--- src/rtl/cdb_arbiter_if.sv ---
// -----------------------------------------------------------------------------
// cdb_arbiter_if
// Bundle of the Common Data Bus request/broadcast signals shared between the
// execution units (reservation stations) and the CDB arbiter.
//
//   Req                 : per-unit broadcast request (bit0 ADD1, bit1 ADD2,
//                         bit2 LOAD1, bit3 LOAD2)
//   Data_*              : result offered by each unit
//   R_target_*          : destination register of each unit's result
//   Cdb_hold            : suppresses new grants while high
//   Grant               : registered one-hot grant, same bit order as Req
//   CDB_valid           : CDB carries a result this cycle
//   CDB_tag             : producing reservation-station tag (0 when idle)
//   CDB_data            : broadcast result
//   CDB_R_target        : destination register of the broadcast result
//   Broadcast_count     : broadcasts since reset (wraps)
//
// Modports: master = requester side, slave = arbiter side.
// -----------------------------------------------------------------------------
interface cdb_arbiter_if #(
    parameter int DATA_WIDTH = 16
);
    logic [3:0]            Req;
    logic [DATA_WIDTH-1:0] Data_ADD1;
    logic [DATA_WIDTH-1:0] Data_ADD2;
    logic [DATA_WIDTH-1:0] Data_LOAD1;
    logic [DATA_WIDTH-1:0] Data_LOAD2;
    logic [3:0]            R_target_ADD1;
    logic [3:0]            R_target_ADD2;
    logic [3:0]            R_target_LOAD1;
    logic [3:0]            R_target_LOAD2;
    logic                  Cdb_hold;
    logic [3:0]            Grant;
    logic                  CDB_valid;
    logic [2:0]            CDB_tag;
    logic [DATA_WIDTH-1:0] CDB_data;
    logic [3:0]            CDB_R_target;
    logic [15:0]           Broadcast_count;

    modport master (
        output Req,
        output Data_ADD1, Data_ADD2, Data_LOAD1, Data_LOAD2,
        output R_target_ADD1, R_target_ADD2, R_target_LOAD1, R_target_LOAD2,
        output Cdb_hold,
        input  Grant, CDB_valid, CDB_tag, CDB_data, CDB_R_target, Broadcast_count
    );

    modport slave (
        input  Req,
        input  Data_ADD1, Data_ADD2, Data_LOAD1, Data_LOAD2,
        input  R_target_ADD1, R_target_ADD2, R_target_LOAD1, R_target_LOAD2,
        input  Cdb_hold,
        output Grant, CDB_valid, CDB_tag, CDB_data, CDB_R_target, Broadcast_count
    );
endinterface

--- src/rtl/cdb_arbiter.sv ---
// -----------------------------------------------------------------------------
// cdb_arbiter
// Round-robin arbiter for the Common Data Bus of a Tomasulo-style core. Four
// units (ADD1, ADD2, LOAD1, LOAD2) request the bus; one winner per cycle has its
// result, destination register and tag broadcast with one cycle of latency.
//
// Ports:
//   Clock  : sole clock, all state updates on posedge
//   Reset  : synchronous, active-low reset
//   bus    : cdb_arbiter_if.slave (requests, unit results, hold, CDB outputs)
//
// A unit granted in the previous cycle is masked for one cycle so that a
// requester which is slow to drop Req is never broadcast twice.
// -----------------------------------------------------------------------------
module cdb_arbiter #(
    parameter int                    DATA_WIDTH        = 16,
    parameter logic [DATA_WIDTH-1:0] VALOR_SEM_VALOR   = 16'hFFF0,
    parameter logic [2:0]            FREE_REGISTER     = 3'd0,
    parameter logic [2:0]            RES_STATION_ADD1  = 3'd1,
    parameter logic [2:0]            RES_STATION_ADD2  = 3'd2,
    parameter logic [2:0]            RES_STATION_LOAD1 = 3'd3,
    parameter logic [2:0]            RES_STATION_LOAD2 = 3'd4
) (
    input  logic          Clock,
    input  logic          Reset,
    cdb_arbiter_if.slave  bus
);

    typedef enum logic [0:0] {
        ST_IDLE  = 1'b0,
        ST_BCAST = 1'b1
    } state_t;

    state_t                state_r;
    state_t                state_next_s;

    logic [1:0]            ptr_r;
    logic [3:0]            grant_r;
    logic [2:0]            tag_r;
    logic [DATA_WIDTH-1:0] data_r;
    logic [3:0]            rt_r;
    logic [15:0]           count_r;

    logic [3:0]            eligible_s;
    logic [1:0]            cand_s;
    logic                  win_found_s;
    logic [1:0]            win_idx_s;
    logic                  issue_s;
    logic [DATA_WIDTH-1:0] win_data_s;
    logic [3:0]            win_rt_s;
    logic [2:0]            win_tag_s;
    logic [3:0]            win_onehot_s;

    // Round-robin search starting at ptr_r over requests not granted last cycle.
    always_comb begin
        eligible_s  = bus.Req & ~grant_r;
        win_found_s = 1'b0;
        win_idx_s   = ptr_r;
        cand_s      = ptr_r;
        for (int k = 0; k < 4; k++) begin
            cand_s = ptr_r + k[1:0];
            if (!win_found_s && eligible_s[cand_s]) begin
                win_found_s = 1'b1;
                win_idx_s   = cand_s;
            end else begin
                win_found_s = win_found_s;
                win_idx_s   = win_idx_s;
            end
        end
        if (win_found_s && !bus.Cdb_hold) begin
            issue_s = 1'b1;
        end else begin
            issue_s = 1'b0;
        end
    end

    // Select the winning unit's payload, tag and grant bit.
    always_comb begin
        win_data_s   = VALOR_SEM_VALOR;
        win_rt_s     = 4'd0;
        win_tag_s    = FREE_REGISTER;
        win_onehot_s = 4'b0000;
        case (win_idx_s)
            2'd0: begin
                win_data_s   = bus.Data_ADD1;
                win_rt_s     = bus.R_target_ADD1;
                win_tag_s    = RES_STATION_ADD1;
                win_onehot_s = 4'b0001;
            end
            2'd1: begin
                win_data_s   = bus.Data_ADD2;
                win_rt_s     = bus.R_target_ADD2;
                win_tag_s    = RES_STATION_ADD2;
                win_onehot_s = 4'b0010;
            end
            2'd2: begin
                win_data_s   = bus.Data_LOAD1;
                win_rt_s     = bus.R_target_LOAD1;
                win_tag_s    = RES_STATION_LOAD1;
                win_onehot_s = 4'b0100;
            end
            2'd3: begin
                win_data_s   = bus.Data_LOAD2;
                win_rt_s     = bus.R_target_LOAD2;
                win_tag_s    = RES_STATION_LOAD2;
                win_onehot_s = 4'b1000;
            end
            default: begin
                win_data_s   = VALOR_SEM_VALOR;
                win_rt_s     = 4'd0;
                win_tag_s    = FREE_REGISTER;
                win_onehot_s = 4'b0000;
            end
        endcase
    end

    // FSM next state: any grant lands in BCAST, otherwise the bus goes idle.
    always_comb begin
        state_next_s = ST_IDLE;
        if (issue_s) begin
            state_next_s = ST_BCAST;
        end else begin
            state_next_s = ST_IDLE;
        end
    end

    // FSM state register.
    always_ff @(posedge Clock) begin
        if (!Reset) begin
            state_r <= ST_IDLE;
        end else begin
            state_r <= state_next_s;
        end
    end

    // Registered CDB payload, grant, round-robin pointer and broadcast counter.
    always_ff @(posedge Clock) begin
        if (!Reset) begin
            grant_r <= 4'b0000;
            tag_r   <= FREE_REGISTER;
            data_r  <= VALOR_SEM_VALOR;
            rt_r    <= 4'd0;
            ptr_r   <= 2'd0;
            count_r <= 16'd0;
        end else if (issue_s) begin
            grant_r <= win_onehot_s;
            tag_r   <= win_tag_s;
            data_r  <= win_data_s;
            rt_r    <= win_rt_s;
            ptr_r   <= win_idx_s + 2'd1;   // 3 wraps to 0 naturally
            count_r <= count_r + 16'd1;    // FFFF wraps to 0000
        end else begin
            grant_r <= 4'b0000;
            tag_r   <= FREE_REGISTER;
            data_r  <= VALOR_SEM_VALOR;
            rt_r    <= 4'd0;
        end
    end

    assign bus.Grant           = grant_r;
    assign bus.CDB_valid       = (state_r == ST_BCAST);
    assign bus.CDB_tag         = tag_r;
    assign bus.CDB_data        = data_r;
    assign bus.CDB_R_target    = rt_r;
    assign bus.Broadcast_count = count_r;

endmodule
--- src/flat_wrapper.sv ---
// flat-port wrapper written by rule: the top's interface ports become plain ports
module cdb_arbiter_flat 
#(
    parameter int                    DATA_WIDTH        = 16,
    parameter logic [DATA_WIDTH-1:0] VALOR_SEM_VALOR   = 16'hFFF0,
    parameter logic [2:0]            FREE_REGISTER     = 3'd0,
    parameter logic [2:0]            RES_STATION_ADD1  = 3'd1,
    parameter logic [2:0]            RES_STATION_ADD2  = 3'd2,
    parameter logic [2:0]            RES_STATION_LOAD1 = 3'd3,
    parameter logic [2:0]            RES_STATION_LOAD2 = 3'd4
)
  (Clock, Reset, bus_Req, bus_Data_ADD1, bus_Data_ADD2, bus_Data_LOAD1, bus_Data_LOAD2, bus_R_target_ADD1, bus_R_target_ADD2, bus_R_target_LOAD1, bus_R_target_LOAD2, bus_Cdb_hold, bus_Grant, bus_CDB_valid, bus_CDB_tag, bus_CDB_data, bus_CDB_R_target, bus_Broadcast_count);
  cdb_arbiter_if #(.DATA_WIDTH(DATA_WIDTH)) bus_i ();
  input  logic Clock;
  input  logic Reset;
  input wire logic [$bits(bus_i.Req)-1:0] bus_Req;
  input wire logic [$bits(bus_i.Data_ADD1)-1:0] bus_Data_ADD1;
  input wire logic [$bits(bus_i.Data_ADD2)-1:0] bus_Data_ADD2;
  input wire logic [$bits(bus_i.Data_LOAD1)-1:0] bus_Data_LOAD1;
  input wire logic [$bits(bus_i.Data_LOAD2)-1:0] bus_Data_LOAD2;
  input wire logic [$bits(bus_i.R_target_ADD1)-1:0] bus_R_target_ADD1;
  input wire logic [$bits(bus_i.R_target_ADD2)-1:0] bus_R_target_ADD2;
  input wire logic [$bits(bus_i.R_target_LOAD1)-1:0] bus_R_target_LOAD1;
  input wire logic [$bits(bus_i.R_target_LOAD2)-1:0] bus_R_target_LOAD2;
  input wire logic [$bits(bus_i.Cdb_hold)-1:0] bus_Cdb_hold;
  output wire logic [$bits(bus_i.Grant)-1:0] bus_Grant;
  output wire logic [$bits(bus_i.CDB_valid)-1:0] bus_CDB_valid;
  output wire logic [$bits(bus_i.CDB_tag)-1:0] bus_CDB_tag;
  output wire logic [$bits(bus_i.CDB_data)-1:0] bus_CDB_data;
  output wire logic [$bits(bus_i.CDB_R_target)-1:0] bus_CDB_R_target;
  output wire logic [$bits(bus_i.Broadcast_count)-1:0] bus_Broadcast_count;
  assign bus_i.Req = bus_Req;
  assign bus_i.Data_ADD1 = bus_Data_ADD1;
  assign bus_i.Data_ADD2 = bus_Data_ADD2;
  assign bus_i.Data_LOAD1 = bus_Data_LOAD1;
  assign bus_i.Data_LOAD2 = bus_Data_LOAD2;
  assign bus_i.R_target_ADD1 = bus_R_target_ADD1;
  assign bus_i.R_target_ADD2 = bus_R_target_ADD2;
  assign bus_i.R_target_LOAD1 = bus_R_target_LOAD1;
  assign bus_i.R_target_LOAD2 = bus_R_target_LOAD2;
  assign bus_i.Cdb_hold = bus_Cdb_hold;
  assign bus_Grant = bus_i.Grant;
  assign bus_CDB_valid = bus_i.CDB_valid;
  assign bus_CDB_tag = bus_i.CDB_tag;
  assign bus_CDB_data = bus_i.CDB_data;
  assign bus_CDB_R_target = bus_i.CDB_R_target;
  assign bus_Broadcast_count = bus_i.Broadcast_count;
  cdb_arbiter #(.DATA_WIDTH(DATA_WIDTH), .VALOR_SEM_VALOR(VALOR_SEM_VALOR), .FREE_REGISTER(FREE_REGISTER), .RES_STATION_ADD1(RES_STATION_ADD1), .RES_STATION_ADD2(RES_STATION_ADD2), .RES_STATION_LOAD1(RES_STATION_LOAD1), .RES_STATION_LOAD2(RES_STATION_LOAD2)) u_core (.Clock(Clock), .Reset(Reset), .bus(bus_i));
endmodule
--- config.mk ---
export PLATFORM = sky130hd
export DESIGN_NAME = cdb_arbiter_flat
export DESIGN_NICKNAME = d
export VERILOG_FILES = /design/src/rtl/cdb_arbiter_if.sv /design/src/rtl/cdb_arbiter.sv /design/src/flat_wrapper.sv
export SDC_FILE = /design/constraint.sdc
export NUM_CORES = 1
export LEC_CHECK = 0
export ABC_AREA = 0
export CAP_MARGIN = 20
export CORE_MARGIN = 5
export CORE_UTILIZATION = 41
export DETAILED_ROUTE_END_ITERATION = 7
export HOLD_SLACK_MARGIN = 0.12
export PLACE_DENSITY = 0.85
export SYNTH_ARGS = -nofsm -noshare
export SYNTH_HDL_FRONTEND = slang
export SYNTH_SLANG_ARGS = --single-unit
--- constraint.sdc ---
create_clock -name Clock -period 4.69 [get_ports Clock]
set_input_delay 0.469 -clock Clock [delete_from_list [all_inputs] [get_ports Clock]]
set_output_delay 0.469 -clock Clock [all_outputs]
set_load 0.02 [all_outputs]
* Yosys cells after proc, flatten, opt, wreduce, memory -nomap -nowiden
Index checks and enable logic that the tools add are counted.
** Cells by class
- Shift operators :: 0
- Bitwise operators :: 2
- Equal/unequal tests :: 3
- Muxes and demuxes :: 21
- Add/sub/neg operators :: 5
- $lt $le $gt $ge :: 4
- Reduce and logical (&&, ||, !) cells :: 10
- Div/mod/pow operators :: 0
- $mul :: 0
** Operators by type and width (count)
- one-hot mux 16 bit (4 select lines) :: 1
- one-hot mux 4 bit (4 select lines) :: 2
- adder 16 x 1 -> 16 bit (second input constant) :: 1
- less-than comparator 2 x 3 -> 1 bit (second input constant) :: 4
- one-hot mux 3 bit (4 select lines) :: 1
- 2-to-1 mux 1 bit :: 10
- binary-select mux 1 bit (select 2 bit) :: 4
- 2-to-1 mux 2 bit :: 3
- adder 2 x 1 -> 2 bit (second input constant) :: 2
- adder 2 bit (second input constant) :: 2
- bitwise AND 4 bit :: 1
- equality test 2 bit (second input constant) :: 2
- logical AND 1 bit :: 4
- zero test 1 bit :: 4
- NOT 4 bit :: 1
- equality test 2 x 1 -> 1 bit (second input constant) :: 1
- zero test 2 bit :: 1
- AND reduction 2 bit :: 1
** Word-level totals
- Bits in latches :: 0
- Bits in writable memories :: 0
- Memories kept :: 0
- Bits in registers :: 46
- ROM bits :: 0

* Logic depth before layout (Yosys ltp)
Gate-level depths: netlist of run 1.
- Word-level depth :: 17
- Mapped depth :: 12

* Worst setup path before layout of run 1
Ideal clock, no wire load.
- Kind :: input to register
- Start :: input bus_Req[1]
- End :: register u_core.data_r[11], in the netlist u_core.bus.CDB_data[11]
- Slack :: 2224 ps
- Setup time :: 118 ps
- Cell stages on the path :: 10
- Data arrival time :: 2348 ps
- Path through :: and2b_1 -> nor3_1 -> a311o_1 -> o22ai_1 -> ha_1 -> clkbuf_1 -> inv_1 -> clkbuf_1 -> o21ai_0 -> nand2_1
** Between the ends
- Cells in the longest elaborated chain, start to end :: 16
- Elaborated cells on any way between the ends :: 30
- Classes of those cells :: eq/ne: 3; mux: 17; bitwise: 1; reduce/logical: 9
** Ends and longest elaborated chain
- start, declared :: RTL line flat_wrapper.sv:16 : input wire logic [$bits(bus_i.Req)-1:0] bus_Req;
- bitwise AND 4 bit (*) :: RTL line cdb_arbiter.sv:56 : eligible_s = bus.Req & ~grant_r;
- branches (longest 15 deep; another with binary-select mux 1 bit (select 2 bit))
- end signal, assigned :: RTL line cdb_arbiter.sv:148 : data_r <= win_data_s;
- end, declared :: RTL line cdb_arbiter.sv:40 : logic [DATA_WIDTH-1:0] data_r;
Every way passes the cells marked *. The select of a mux whose other input is x is not followed.
A chain may end at the register's enable or synchronous reset.

* Final worst setup path of run 1
- Start :: input bus_Req[1]
- End :: register u_core.data_r[7], in the netlist u_core.bus.CDB_data[7]
The elaborated chain is that of the path after synthesis.

==> results of run 1 <==
==> metal layers <==
layer	up-vias	GRT usage	part of all wire
met5	-	0	0
met4	0	0.0561	0.019
met3	12	0.0500	0.071
met2	87	0.350	0.54
met1	1148	0.189	0.37
li1	1198	-	-
==> worst max-delay path, cell delays in order <==
cell	delay [ps]
clkdlybuf4s50_1	520
and2b_1	320
nor3_1	120
a311o_1	350
o22ai_1	260
ha_1	540
inv_1	420
o21ai_0	270
nand2_1	70
==> cells in the mapped netlist (5+ instances only) <==
| library cell | n | share of area |
|---|---|---|
| or4_1 | 5 | 0.016 |
| nor2_1 | 26 | 0.043 |
| clkbuf_1 | 13 | 0.021 |
| nand2_1 | 40 | 0.065 |
| a21oi_1 | 19 | 0.041 |
| and3_1 | 5 | 0.014 |
| a222oi_1 | 20 | 0.087 |
| dfxtp_1 | 45 | 0.39 |
| nand2b_1 | 5 | 0.014 |
| o21ai_0 | 14 | 0.031 |
| mux2i_1 | 6 | 0.026 |
| o31ai_1 | 5 | 0.016 |
| ha_1 | 8 | 0.044 |
| inv_1 | 6 | 0.0098 |
==> power breakdown <==
group | leakage [nW] | switching [mW] | internal [mW]
Combinational | 0.958 | 0.196 | 0.190
Sequential | 0.367 | 0.0148 | 0.409
Clock | 0.0585 | 0.124 | 0.174
Total | 1.38 | 0.334 | 0.773
==> stage by stage <==
stage | hold WS (ps) | power [mW] | std cells | setup WS (ps)
2_1_floorplan | 509 | 0.655 | 260 | 2220
3_3_place_gp | 460 | 0.809 | 445 | 1300
3_5_place_dp | 472 | 0.820 | 445 | 1210
4_1_cts | 489 | 1.11 | 453 | 1520
5_1_grt | 528 | 1.17 | 453 | 1190
6_report | 480 | 1.11 | 453 | 1500
==> cell families after synthesis <==
family                   synth area share
AND/OR/NAND/NOR                     0.240
buffers and inverters              0.0447
AO/OA/AOI/OAI                       0.245
flip-flops                          0.393
XOR/XNOR                          0.00764
adder cells (fa/ha/maj)            0.0436
multiplexers                       0.0262
==> registers in the layout, indices dropped and copies added (netlist names) <==
signal / cells
u_core.bus.CDB_data: 16
u_core.ptr_r: 2
u_core.bus.Broadcast_count: 16
u_core.bus.CDB_valid: 1
u_core.bus.CDB_R_target: 4
u_core.bus.CDB_tag: 3
u_core.bus.Grant: 3
==> path summary, 6_finish.rpt <==
| path | depth (start not counted) | endpoint | slack [ps] | from |
|---|---|---|---|---|
| worst min-delay path | 2 | u_core.bus.Broadcast_count[15] | 480 | u_core.bus.Broadcast_count[15] |
| worst min register to register | 2 | u_core.bus.Broadcast_count[15] | 480 | u_core.bus.Broadcast_count[15] |
| worst max-delay path | 9 | u_core.bus.CDB_data[7] | 1500 | bus_Req[1] |
| worst max register to register | 8 | u_core.bus.CDB_data[7] | 1830 | u_core.bus.Grant[1] |
==> layout make-up <==
class	count	share of cell area
Inverter	6	0.00605
Clock inverter	1	0.00807
Sequential cell	45	0.242
Tap cell	72	0.0242
Multi-Input combinational cell	192	0.347
Timing Repair Buffer	130	0.350
Clock buffer	7	0.0232
==> impl_metrics.toml, run 1 <==
[outcome]
status = "finished, final reports clean"

[layout]
multiInputGateArea_mm2 = 0.00129
regArea_um2 = 901
fillerInstances = 455
mostFrequentLayoutCell = "clkdlybuf4s50_1"
insertedDiodeCount = 0
finalInstanceArea_mm2 = 0.00372
area_growth_pct = 62.2
layout-drive-gt1-share = 0.0499
utilization = 0.680
final_cell_mix = "clkdlybuf4s50_1, dfxtp_1, nand2_1, nor2_1, a222oi_1"
finalNetCount = 475

[min_path]
hold_class = "reg -> reg"

[power_and_ir_drop]
max-vdd-ir-drop_v = 0.000168
power_density_mw_per_mm2 = 298
p_leak_nw = 1.38

[worst_setup_path]
worstPathMaxFanout = 25
start_kind = "input port"
arrival_ps = 3350
end_kind = "flop"
setup.worst_path.class = "in -> reg"
worstPathRequired_ps = 4850

[synth]
avgSynthCellArea_um2 = 8.82
synthArstFlopShare = 0
ys_ff_latch = 45
ys_warn_count = 0
synth_area_mm2 = 0.00229
syn_nets = 355
synth_flop_cell = "dfxtp_1"
synth_edf_count = 0
syn_inst = 260
yosysSeqAreaShare = 0.393
synth_cell_type_count = 41

[grt]
grt_usage = 0.182
overflow = 0
grt_antenna_before_repair = 0
grt_max_degree = 26
grt_pass1_wl_um = 10900
grt_pass1_vias = 2340

[sta]
setup_viol = 0
drv_slew = 0
grt_setup_unrepaired = "false"
tns_ps = 0
post-route-period-util = 0.679
fin_skew_ps = 5.79
final_hold_viol_count = 0
relSlewSlack = 0.496
max_freq_ghz = 0.314
worst_pin_slew_ps = 756
finalCriticalPeriod_ps = 3190

[cts]
clock_tree.root_cell = "clkbuf_8"
clk_latency_ps = 280
cts_buffer_depth = 2
postCtsHoldBufs = 0
clkTransAtPathRegs_ps = 80
cts_tree = "yes"
post_cts_buffers = 0
cts_resized = 0
clock-sinks = 45
cts_buffers = 5
h-tree-depth = 2

[placed_design]
finalWeightedCongestion = 0.809
dpl.hpwl_um = 5580
port_buffers = 130
placement.cell_area_mm2 = 0.00360

[floorplan]
die_h_um = 84.8
die_x_um = 84.8
initial_utilization = 0.419
dieArea_mm2 = 0.00719
rows = 27
ios = 131
core_mm2 = 0.00547

[flow_run]
maxCapViolCount = 0

[drt]
antenna_left = 0
num_vias = 2445
drcViolationCount = 0
routed_wirelength_um = 6970
drt-pass1-iter-count = 5
avgRoutedWirePerCell_um = 15.4
vias_per_cell = 5.40
first_iter_violations = 144
No activity file was read; power rests on OpenSTA's default activity.
==> inputs of run 2 (changes only) <==
- CORE_UTILIZATION: 41 -> 38
- PLACE_DENSITY: 0.85 -> 0.8
- clock period: 4.69 -> 3.3 ns (I/O delays scaled with it)
==> run 2 against run 1 <==
Effect of this change: combinational power increased by 44%; first-iteration DRC count increased by 22%; cell area increased by 0.24%; via count increased by 0.49%; die area increased by 6.9%; power increased by 34%; sequential share of layout area decreased by 0.057 points; non-clock buffer count increased by 5; setup slack got worse by 970 ps; core utilization decreased by 4.6 points; clock skew increased by 3.0 ps; sequential cell count unchanged.
==> impl_metrics.toml, run 2 (synthesized netlist as in run 1, its figures left out) <==
[floorplan]
initial_utilization = 0.390
rows = 28
core_mm2 = 0.00589
dieArea_mm2 = 0.00769
ios = 131
die_x_um = 87.7
die_h_um = 87.7

[worst_setup_path]
worstPathMaxFanout = 20
cp_slowest_stage_delay_ps = 680
critPathSlowestCell = "ha_1"
cp_top_family = "compound AO/OA/AOI/OAI gates"
start_kind = "input port"
crit_buf_inv = 1
arrival_ps = 3000
worstPathRequired_ps = 3530
cp_cell_sequence = "clkdlybuf4s50_1 -> nor2b_4 -> o22ai_1 -> a221oi_2 -> and2_1 -> ha_1 -> a222oi_1 -> nand2_1 -> o21ai_0 -> nand2_1"
setup.worst_path.class = "in -> reg"
end_kind = "flop"
crit_top_cell = "nand2_1"

[drt]
first_iter_violations = 176
num_vias = 2457
avgRoutedWirePerCell_um = 15.5
vias_per_cell = 5.33
dr_wl_met3_um = 591
antenna_left = 0
met2_length_um = 3750
wl_met1_um = 2680
drcViolationCount = 0
drt-pass1-iter-count = 6
routed_wirelength_um = 7170
top_layer_used = "met4"

[sta]
fin_skew_ps = 8.77
grt_setup_unrepaired = "false"
setup_viol = 0
final_hold_viol_count = 0
finalHoldWorstSlack_ps = 486
worst_pin_slew_ps = 759
post-route-period-util = 0.839
finalCriticalPeriod_ps = 2770
relSlewSlack = 0.494
tns_ps = 0
drv_slew = 0
max_freq_ghz = 0.361

[cts]
clock_tree.root_cell = "clkbuf_8"
post_cts_buffers = 0
cts_resized = 0
cts_tree = "yes"
cts_buffer_depth = 2
h-tree-depth = 2
clkTransAtPathRegs_ps = 90
clk_latency_ps = 290
postCtsHoldBufs = 0
cts_buffers = 5
clock-sinks = 45

[grt]
grt_pass1_vias = 2411
grt_max_degree = 26
grt_pass1_wl_um = 11200
grt_usage = 0.181
grt_antenna_before_repair = 0
overflow = 0

[placed_design]
port_buffers = 130
dpl.hpwl_um = 5710
finalWeightedCongestion = 0.789

[power_and_ir_drop]
power_density_mw_per_mm2 = 399
sw_frac_of_total = 0.322
p_leak_nw = 1.39
p_int_mw = 1.01
seqPwrFrac = 0.405
clockPowerShare = 0.221
power.net_switching_uw = 480
max-vdd-ir-drop_v = 0.000224
combPwrFrac = 0.374

[layout]
layout-drive-gt1-share = 0.0596
area_growth_pct = 62.6
finalNetCount = 480
insertedDiodeCount = 0
mostFrequentLayoutCell = "clkdlybuf4s50_1"
final_cell_mix = "clkdlybuf4s50_1, dfxtp_1, nand2_1, nor2_1, a222oi_1"

[outcome]
status = "finished, final reports clean"

[flow_run]
maxCapViolCount = 0

[min_path]
hold_class = "reg -> reg"
==> run 2: cell count changes in the layout (fill, tap and decap cells not counted), sizes merged <==
cell / change
buf: +5
bufinv: -1
clkinvlp: +1
==> run 2: final timing paths <==
| check | from | endpoint | slack (ps) | depth (start not counted) |
|---|---|---|---|---|
| max | bus_Req[3] | u_core.bus.CDB_data[5] | 530 | 10 |
| min | u_core.bus.Broadcast_count[15] | u_core.bus.Broadcast_count[15] | 490 | 2 |
| max reg2reg | u_core.bus.Grant[1] | u_core.bus.CDB_data[0] | 740 | 9 |
| min reg2reg | u_core.bus.Broadcast_count[15] | u_core.bus.Broadcast_count[15] | 490 | 2 |
==> run 2: area by class of cell <==
| cell class | instances | area, µm² |
|---|---|---|
| Clock inverter | 1 | 7.51 |
| Clock buffer | 7 | 76.3 |
| Timing Repair Buffer | 135 | 1340 |
| Fill cell | 513 | 2160 |
| Sequential cell | 45 | 901 |
| Tap cell | 75 | 93.8 |
| Multi-Input combinational cell | 192 | 1290 |
| Inverter | 6 | 22.5 |
==> run 2: power by group through the flow <==
stage	Combinational [mW]	Sequential, mW	Clock (mW)
2_1_floorplan	0.273	0.658	0
3_3_place_gp	0.551	0.614	0
3_5_place_dp	0.562	0.615	0
4_1_cts	0.564	0.603	0.336
5_1_grt	0.617	0.608	0.356
6_report	0.557	0.603	0.329
==> run 2: worst register-to-register path, delay by kind of cell (launching register included) <==
| kind | cells | cell delay [ps] |
|---|---|---|
| compound gates | 4 | 1220 |
| fa+ha+maj | 1 | 470 |
| simple gates | 4 | 430 |
| flops | 1 | 320 |
==> run 2: routing by layer <==
layer	track usage	up-vias
met5	0	-
met4	0.0614	0
met3	0.0461	12
met2	0.323	102
met1	0.209	1134
li1	-	1209
==> run 2: metrics by stage <==
stage	setup WS [ps]	area [µm²]	util	instances	total power, mW
after global placement	282	3650	0.619	453	1.17
after detailed placement	207	3650	0.619	453	1.18
after CTS	500	3730	0.634	461	1.50
after global routing	273	3730	0.634	461	1.58
final	531	3730	0.634	461	1.49
after floorplan	836	2290	-	260	0.931
==> inputs of run 3 (changes only) <==
- CORE_UTILIZATION: 38 -> 35
- PLACE_DENSITY: 0.8 -> 0.78
- clock period: 3.3 -> 2.25 ns (I/O delays scaled with it)
==> run 3 against run 2 <==
Effect of this change: the flow now finishes with violations (negative setup slack); critical path depth unchanged; clock power up 89%; critical path type is now reg -> reg; final cell count up 5.4%; core utilization up 0.47 points.
==> impl_metrics.toml, run 3 (synthesized netlist as in run 1, its figures left out) <==
[drt]
num_vias = 2585
vias_per_cell = 5.32
drcViolationCount = 0
met2_length_um = 4030
dr_wl_met3_um = 649
drt-pass1-iter-count = 5
routed_wirelength_um = 7820
first_iter_violations = 157
wl_met1_um = 2930
avgRoutedWirePerCell_um = 16.1
top_layer_used = "met4"
antenna_left = 0

[cts]
cts_buffers = 5
clock-sinks = 45
cts_buffer_depth = 2
clk_latency_ps = 290
clock_tree.root_cell = "clkbuf_8"
postCtsHoldBufs = 0
cts_tree = "yes"
clkTransAtPathRegs_ps = 80
h-tree-depth = 2

[grt]
grt_antenna_before_repair = 0
grt_pass1_wl_um = 11800
overflow = 0
grt_max_degree = 25
grt_pass1_vias = 2467
grt_usage = 0.171

[outcome]
status = "finished with violations"
violations = "negative setup slack"

[worst_setup_path]
cp_slowest_stage_delay_ps = 360
crit_buf_inv = 1
crit_top_cell = "nor2_1"
setup.worst_path.class = "reg -> reg"
worstPathRequired_ps = 2440
start_kind = "flop"
worstPathMaxFanout = 10
cp_top_family = "compound AO/OA/AOI/OAI gates"
arrival_ps = 2480
end_kind = "flop"
cp_cell_sequence = "and2b_2 -> nor3_4 -> a311o_1 -> o22a_1 -> ha_4 -> buf_6 -> a222oi_1 -> nor2_1 -> a21oi_1 -> nor2_1"
critPathSlowestCell = "a222oi_1"

[power_and_ir_drop]
combPwrFrac = 0.396
power_density_mw_per_mm2 = 618
clockPowerShare = 0.248
power.net_switching_uw = 758
seqPwrFrac = 0.355
max-vdd-ir-drop_v = 0.000303
totalPowerFinal_mw = 2.51
p_leak_nw = 1.56
sw_frac_of_total = 0.302
p_int_mw = 1.75

[layout]
finalInstanceArea_mm2 = 0.00405
insertedDiodeCount = 0
area_growth_pct = 76.8
fin_cells = 486
mostFrequentLayoutCell = "clkdlybuf4s50_1"
utilization = 0.638
layout-drive-gt1-share = 0.142
finalNetCount = 503
final_cell_mix = "clkdlybuf4s50_1, dfxtp_1, nand2_1, nor2_1, buf_4"

[floorplan]
die_x_um = 91.0
core_mm2 = 0.00635
die_h_um = 91.0
ios = 131
dieArea_mm2 = 0.00827
initial_utilization = 0.361
rows = 29

[placed_design]
finalWeightedCongestion = 0.880
port_buffers = 130
place_inst = 473
placement.cell_area_mm2 = 0.00383
dpl.hpwl_um = 5920
pre_cts_ws_ps = -410

[min_path]
hold_class = "reg -> reg"

[sta]
finalCriticalPeriod_ps = 2290
setup_ws_ps = -41.6
final_hold_viol_count = 0
setup_viol = 10
relSlewSlack = 0.600
worst_pin_slew_ps = 598
drv_slew = 0
fin_skew_ps = 7.72
grt_setup_unrepaired = "true"
max_freq_ghz = 0.436
post-route-period-util = 1.02

[flow_run]
maxCapViolCount = 0
run 3: cell types whose count changed in the layout (fill, tap and decap cells not counted), sizes merged:
cell and change:
buf +23, dlymetal6s2s +1, clkdlybuf4s50 -2, dlygate4sd2 +1, bufinv +1, clkinvlp -1
run 3: metrics by stage:
step / TNS, ps / hold slack (ps)
2_1_floorplan: 0 / 357
3_3_place_gp: -6220 / 456
3_5_place_dp: -7160 / 468
4_1_cts: 0 / 480
5_1_grt: -2490 / 529
6_report: -158 / 478
run 3: power by group through the flow:
stage          sequential, mW  clock (mW)  combinational, mW
6_report                0.891       0.623              0.993
3_5_place_dp            0.904           0              0.916
3_3_place_gp            0.903           0              0.900
4_1_cts                 0.887       0.640              0.937
2_1_floorplan           0.966           0              0.414
5_1_grt                 0.898       0.673               1.08
run 3: layout make-up:
class                      count  area (µm²)
timing repair buffer         158        1570
fill                         519        2300
clock buffer                   7        86.3
sequential                    45         905
inverter                       6        22.5
clock inverter                 1        30.0
multi-input combinational    192        1350
tap                           77        96.3
run 3: worst register-to-register path, stage by stage (launching register included):
cell and delay (ps):
dfxtp_2 330, and2b_2 270, nor3_4 50, a311o_1 310, o22a_1 270, ha_4 200
buf_6 150, a222oi_1 360, nor2_1 80, a21oi_1 120, nor2_1 50
run 3: path summary, 6_finish.rpt:
kind | startpoint | end | slack (ps) | cells after the start
setup / recovery | u_core.bus.Grant[1] | u_core.bus.CDB_R_target[0] | -40 | 10
hold / removal | u_core.bus.Broadcast_count[15] | u_core.bus.Broadcast_count[15] | 480 | 2
setup reg to reg | u_core.bus.Grant[1] | u_core.bus.CDB_R_target[0] | -40 | 10
hold reg to reg | u_core.bus.Broadcast_count[15] | u_core.bus.Broadcast_count[15] | 480 | 2
run 3: timing repair:
item / 4_1_cts / 5_1_grt
endpoints found under the setup margin: 20 / 20
buffers inserted: 2 / 3
pin swaps: 5 / 15
resized for setup: 4 / 16
run 3: routing by layer:
layer,global-route usage,up-vias
met2,0.311,110
met1,0.192,1205
li1,-,1255
met3,0.0471,15
met5,0,-
met4,0.0562,0
==> edit 1: new RTL, config.mk and constraints of run 3 <==
`DATA_WIDTH` is set to 16 in 3 places; all go to 24.
--- a/src/rtl/cdb_arbiter_if.sv
+++ b/src/rtl/cdb_arbiter_if.sv
@@ -18,7 +18,7 @@
 // Modports: master = requester side, slave = arbiter side.
 // -----------------------------------------------------------------------------
 interface cdb_arbiter_if #(
-    parameter int DATA_WIDTH = 16
+    parameter int DATA_WIDTH = 24
 );
     logic [3:0]            Req;
     logic [DATA_WIDTH-1:0] Data_ADD1;
--- a/src/rtl/cdb_arbiter.sv
+++ b/src/rtl/cdb_arbiter.sv
@@ -13,7 +13,7 @@
 // requester which is slow to drop Req is never broadcast twice.
 // -----------------------------------------------------------------------------
 module cdb_arbiter #(
-    parameter int                    DATA_WIDTH        = 16,
+    parameter int                    DATA_WIDTH        = 24,
     parameter logic [DATA_WIDTH-1:0] VALOR_SEM_VALOR   = 16'hFFF0,
     parameter logic [2:0]            FREE_REGISTER     = 3'd0,
     parameter logic [2:0]            RES_STATION_ADD1  = 3'd1,
--- a/src/flat_wrapper.sv
+++ b/src/flat_wrapper.sv
@@ -1,7 +1,7 @@
 // flat-port wrapper written by rule: the top's interface ports become plain ports
 module cdb_arbiter_flat 
 #(
-    parameter int                    DATA_WIDTH        = 16,
+    parameter int                    DATA_WIDTH        = 24,
     parameter logic [DATA_WIDTH-1:0] VALOR_SEM_VALOR   = 16'hFFF0,
     parameter logic [2:0]            FREE_REGISTER     = 3'd0,
     parameter logic [2:0]            RES_STATION_ADD1  = 3'd1,
Interface: changed (5 resized); port bits go from 131 to 171. No check against the original RTL was run, so the function may have changed too.
==> edit 1 against run 3 <==
The run still ends with setup timing left. First-iteration DRC count up 26%. Final area up 20%. Clock power is 15% higher. Power up 23%. Largest power group unchanged. Routed wire length up 41%. Clock skew is 4.6 ps lower. Non-clock buffer count grew 38. Sequential cell count rose by 8. Count of clock-buffer cells in the layout fell by 1. Fmax up 0.79%. Core utilization grew 2.8 points. Worst setup slack gained 18 ps. Synthesized area is 15% higher.
==> edit 1: results (changes against run 3) <==
Status - finished with violations
Failing checks - setup timing
Dpl ws - -417.6 ps (-7.357 ps)
Clock Latency Late Sink - 310 ps (+20 ps)
Final setup TNS - -53.14 ps (+104.6 ps)
Routed wire per std cell - 18.82 um (+17%)
Crit-path max FO - 8 (-2)
Worst path slowest cell - clkdlybuf4s50_1
Top post-synthesis cells by count - dfxtp_1, nor2_1, a21oi_1
Resized cells post-CTS - 8 (+4)
Initial DRC Count - 198 (+26%)
VDD IR max - 430.3 uV (+42%)
WL final - 10990 um (+41%)
Yosys cell types - 45 (+9.8%)
Final WS setup - -23.73 ps (+17.88 ps)
# setup viols final - 5 (-5)
Post-Syn Nets - 432 (+22%)
Slew @ Worst Pin - 536.1 ps (-61.98 ps)
Nets - 611 (+21%)
Largest net degree at the start of global routing - 33 (+32%)
Port bufs - 170 (+31%)
Leakage power - 1.838 nW (+18%)
Layout cells sized above 1 - 0.1402 (-0.001603)
Layout fillers - 639 (+23%)
Gpl congestion - 0.8746 (-0.61%)
Post-DP HPWL - 8438 um (+42%)
Worst-path clk slew - 100 ps (+20 ps)
Max incr delay on CP - 460 ps (+100 ps)
edit 1: per-layer routing:
layer | track usage | vias to the layer above | wire [um]
met4 | 0.07667 | 0 | 294
li1 | - | 1500 | -
met5 | 0 | - | 0
met1 | 0.2354 | 1486 | 3960
met2 | 0.3869 | 138 | 5796
met3 | 0.06978 | 22 | 936
edit 1: cell families (layout without fill, tap and decap cells):
family / count (synthesis) / in the layout / share of synthesized area
and+or+nand+nor: 113 / 113 / 0.2238
AOI/OAI and AO/OA: 99 / 99 / 0.2729
DFF: 53 / 53 / 0.4011
buffers and inverters: 31 / 211 / 0.06102
adders and majority gates: 8 / 8 / 0.03784
xor gates and xnor gates: 1 / 1 / 0.003312
edit 1: worst paths after layout:
check	from	endpoint	slack [ps]	depth (start not counted)
hold reg to reg	u_core.bus.Broadcast_count[14]	u_core.bus.Broadcast_count[14]	500	2
setup reg to reg	u_core.bus.Grant[1]	u_core.bus.CDB_data[18]	-10	10
setup / recovery	bus_Req[3]	u_core.bus.CDB_data[18]	-20	11
hold / removal	u_core.bus.Broadcast_count[14]	u_core.bus.Broadcast_count[14]	500	2
edit 1: worst register-to-register path: stages, from the launching register on:
cell	delay, ps
dfxtp_4	360
nor2b_4	180
nor2_1	100
o21bai_1	290
nand3_1	220
ha_4	270
buf_12	150
a222oi_1	320
nor2_1	100
a21oi_1	120
nor2_1	60
edit 1: area by class of cell:
type	instances	area, um2	area share
Timing Repair Buffer	196	2002	0.4122
Clock buffer	6	93.84	0.01932
Tap cell	99	123.9	0.02550
Sequential cell	53	1070	0.2202
Inverter	7	26.28	0.005410
Clock inverter	2	35.03	0.007213
Multi-Input combinational cell	221	1506	0.3101
==> edit 2: new RTL, config.mk and constraints of run 3 <==
Made on the original files. Make the reset (`Reset`) asynchronous in 2 clocked blocks. Comments in the files are not updated.
--- a/src/rtl/cdb_arbiter.sv
+++ b/src/rtl/cdb_arbiter.sv
@@ -125,7 +125,7 @@
     end
 
     // FSM state register.
-    always_ff @(posedge Clock) begin
+    always_ff @(posedge Clock or negedge Reset) begin
         if (!Reset) begin
             state_r <= ST_IDLE;
         end else begin
@@ -134,7 +134,7 @@
     end
 
     // Registered CDB payload, grant, round-robin pointer and broadcast counter.
-    always_ff @(posedge Clock) begin
+    always_ff @(posedge Clock or negedge Reset) begin
         if (!Reset) begin
             grant_r <= 4'b0000;
             tag_r   <= FREE_REGISTER;
Behaviour: differs if Reset is asserted again (counterexample within 4 cycles, from zero or initial values and one cycle with Reset low); with Reset held inactive, the same outputs for 10 cycles.
==> edit 2 against run 3 <==
Worst setup slack improved by 82 ps. Final area fell by 2.8%. Critical path depth fell by 1. Highest routed layer unchanged. Synthesized area fell by 2.1%. Worst hold slack got worse by 130 ps. Sequential cell count did not move. Routed wire length fell by 8.2%. Largest cell class unchanged.
Power is not compared: it rests on default switching activity, and its combinational part moved more than twofold at a synthesized area within 25%.
==> edit 2: results (changes against run 3) <==
Status - finished, final reports clean
Total track usage - 0.1778 (+0.006309)
Top_reg_cell synth - dfrtp_1
DR vias/cell - 5.303 (-0.30%)
Postcts setup bufs - 1 (-1)
Gate Count Post-Synth - 222 (-15%)
Resized cells post-CTS - 8 (+4)
Post-Syn Nets - 314 (-12%)
Gpl congestion - 0.8341 (-5.2%)
Placed cells - 432 (-8.7%)
Area contributors post-synth - dfrtp_1, dfstp_2, a222oi_1
Sequential cell area fraction in the yosys report - 0.5084 (+0.1156)
Met1 usage - 0.2013 (+0.008996)
Worst Skew - 6.270 ps (-1.450 ps)
Worst path slowest cell - dfrtp_2
Area occupied by multi-input gates - 1069 um2 (-21%)
Number of global-route vias before repair - 2477 (+0.41%)
Nets - 456 (-9.3%)
Max incr delay on CP - 420 ps (+60 ps)
WL final - 7180 um (-8.2%)
FFs w/ async S/R, synth - 1.000 (+1.000)
Signal buffers - 150 (-5.1%)
# clk buffers - 5 (-2)
Min-Delay Path Class - in2async
Inverters - 4 (-2)
Layout cells sized above 1 - 0.1562 (+0.01436)
1st-pass router iterations - 7 (+2)
Synth Area in Compound Gates - 0.1722 (-0.07271)
Synth Area in XOR/XNOR - 0.05853 (+0.05089)
Crit path DAT - 2430 ps (-50 ps)
Layout fillers - 523 (+0.77%)
Top post-synthesis cells by count - nand2_1, dfrtp_1, a222oi_1
Initial DRC Count - 171 (+8.9%)
Num sequential - 45 (unchanged)
Met3 Wirelength - 665 um (+2.5%)
Largest net degree at the start of global routing - 26 (+4.0%)
Yosys cell types - 35 (-15%)
==> edit 2: cell count changes after synthesis, sizes merged, moves of 5 or more <==
| cell | change |
|---|---|
| xor2 | +7 |
| nand2b | -5 |
| dfxtp | -45 |
| dfrtp | +33 |
| dfstp | +12 |
| nor2 | -7 |
| nand2 | -7 |
| o31ai | -5 |
| or4 | -5 |
| a21oi | -10 |
| mux2i | -6 |
| xnor2 | +6 |
==> edit 2: worst paths after layout <==
kind                                                start                             end  slack [ps]  depth (start not counted)
hold reg to reg            u_core.bus.Broadcast_count[15]  u_core.bus.Broadcast_count[15]         500                          1
max in group asynchronous                           Reset          u_core.bus.CDB_data[7]        1280                          3
setup / recovery                      u_core.bus.Grant[2]          u_core.bus.CDB_data[6]          40                          9
setup reg to reg                      u_core.bus.Grant[2]          u_core.bus.CDB_data[6]          40                          9
hold / removal                                      Reset  u_core.bus.Broadcast_count[15]         340                          2
min in group Clock                       bus_Data_ADD1[9]          u_core.bus.CDB_data[9]         490                          3
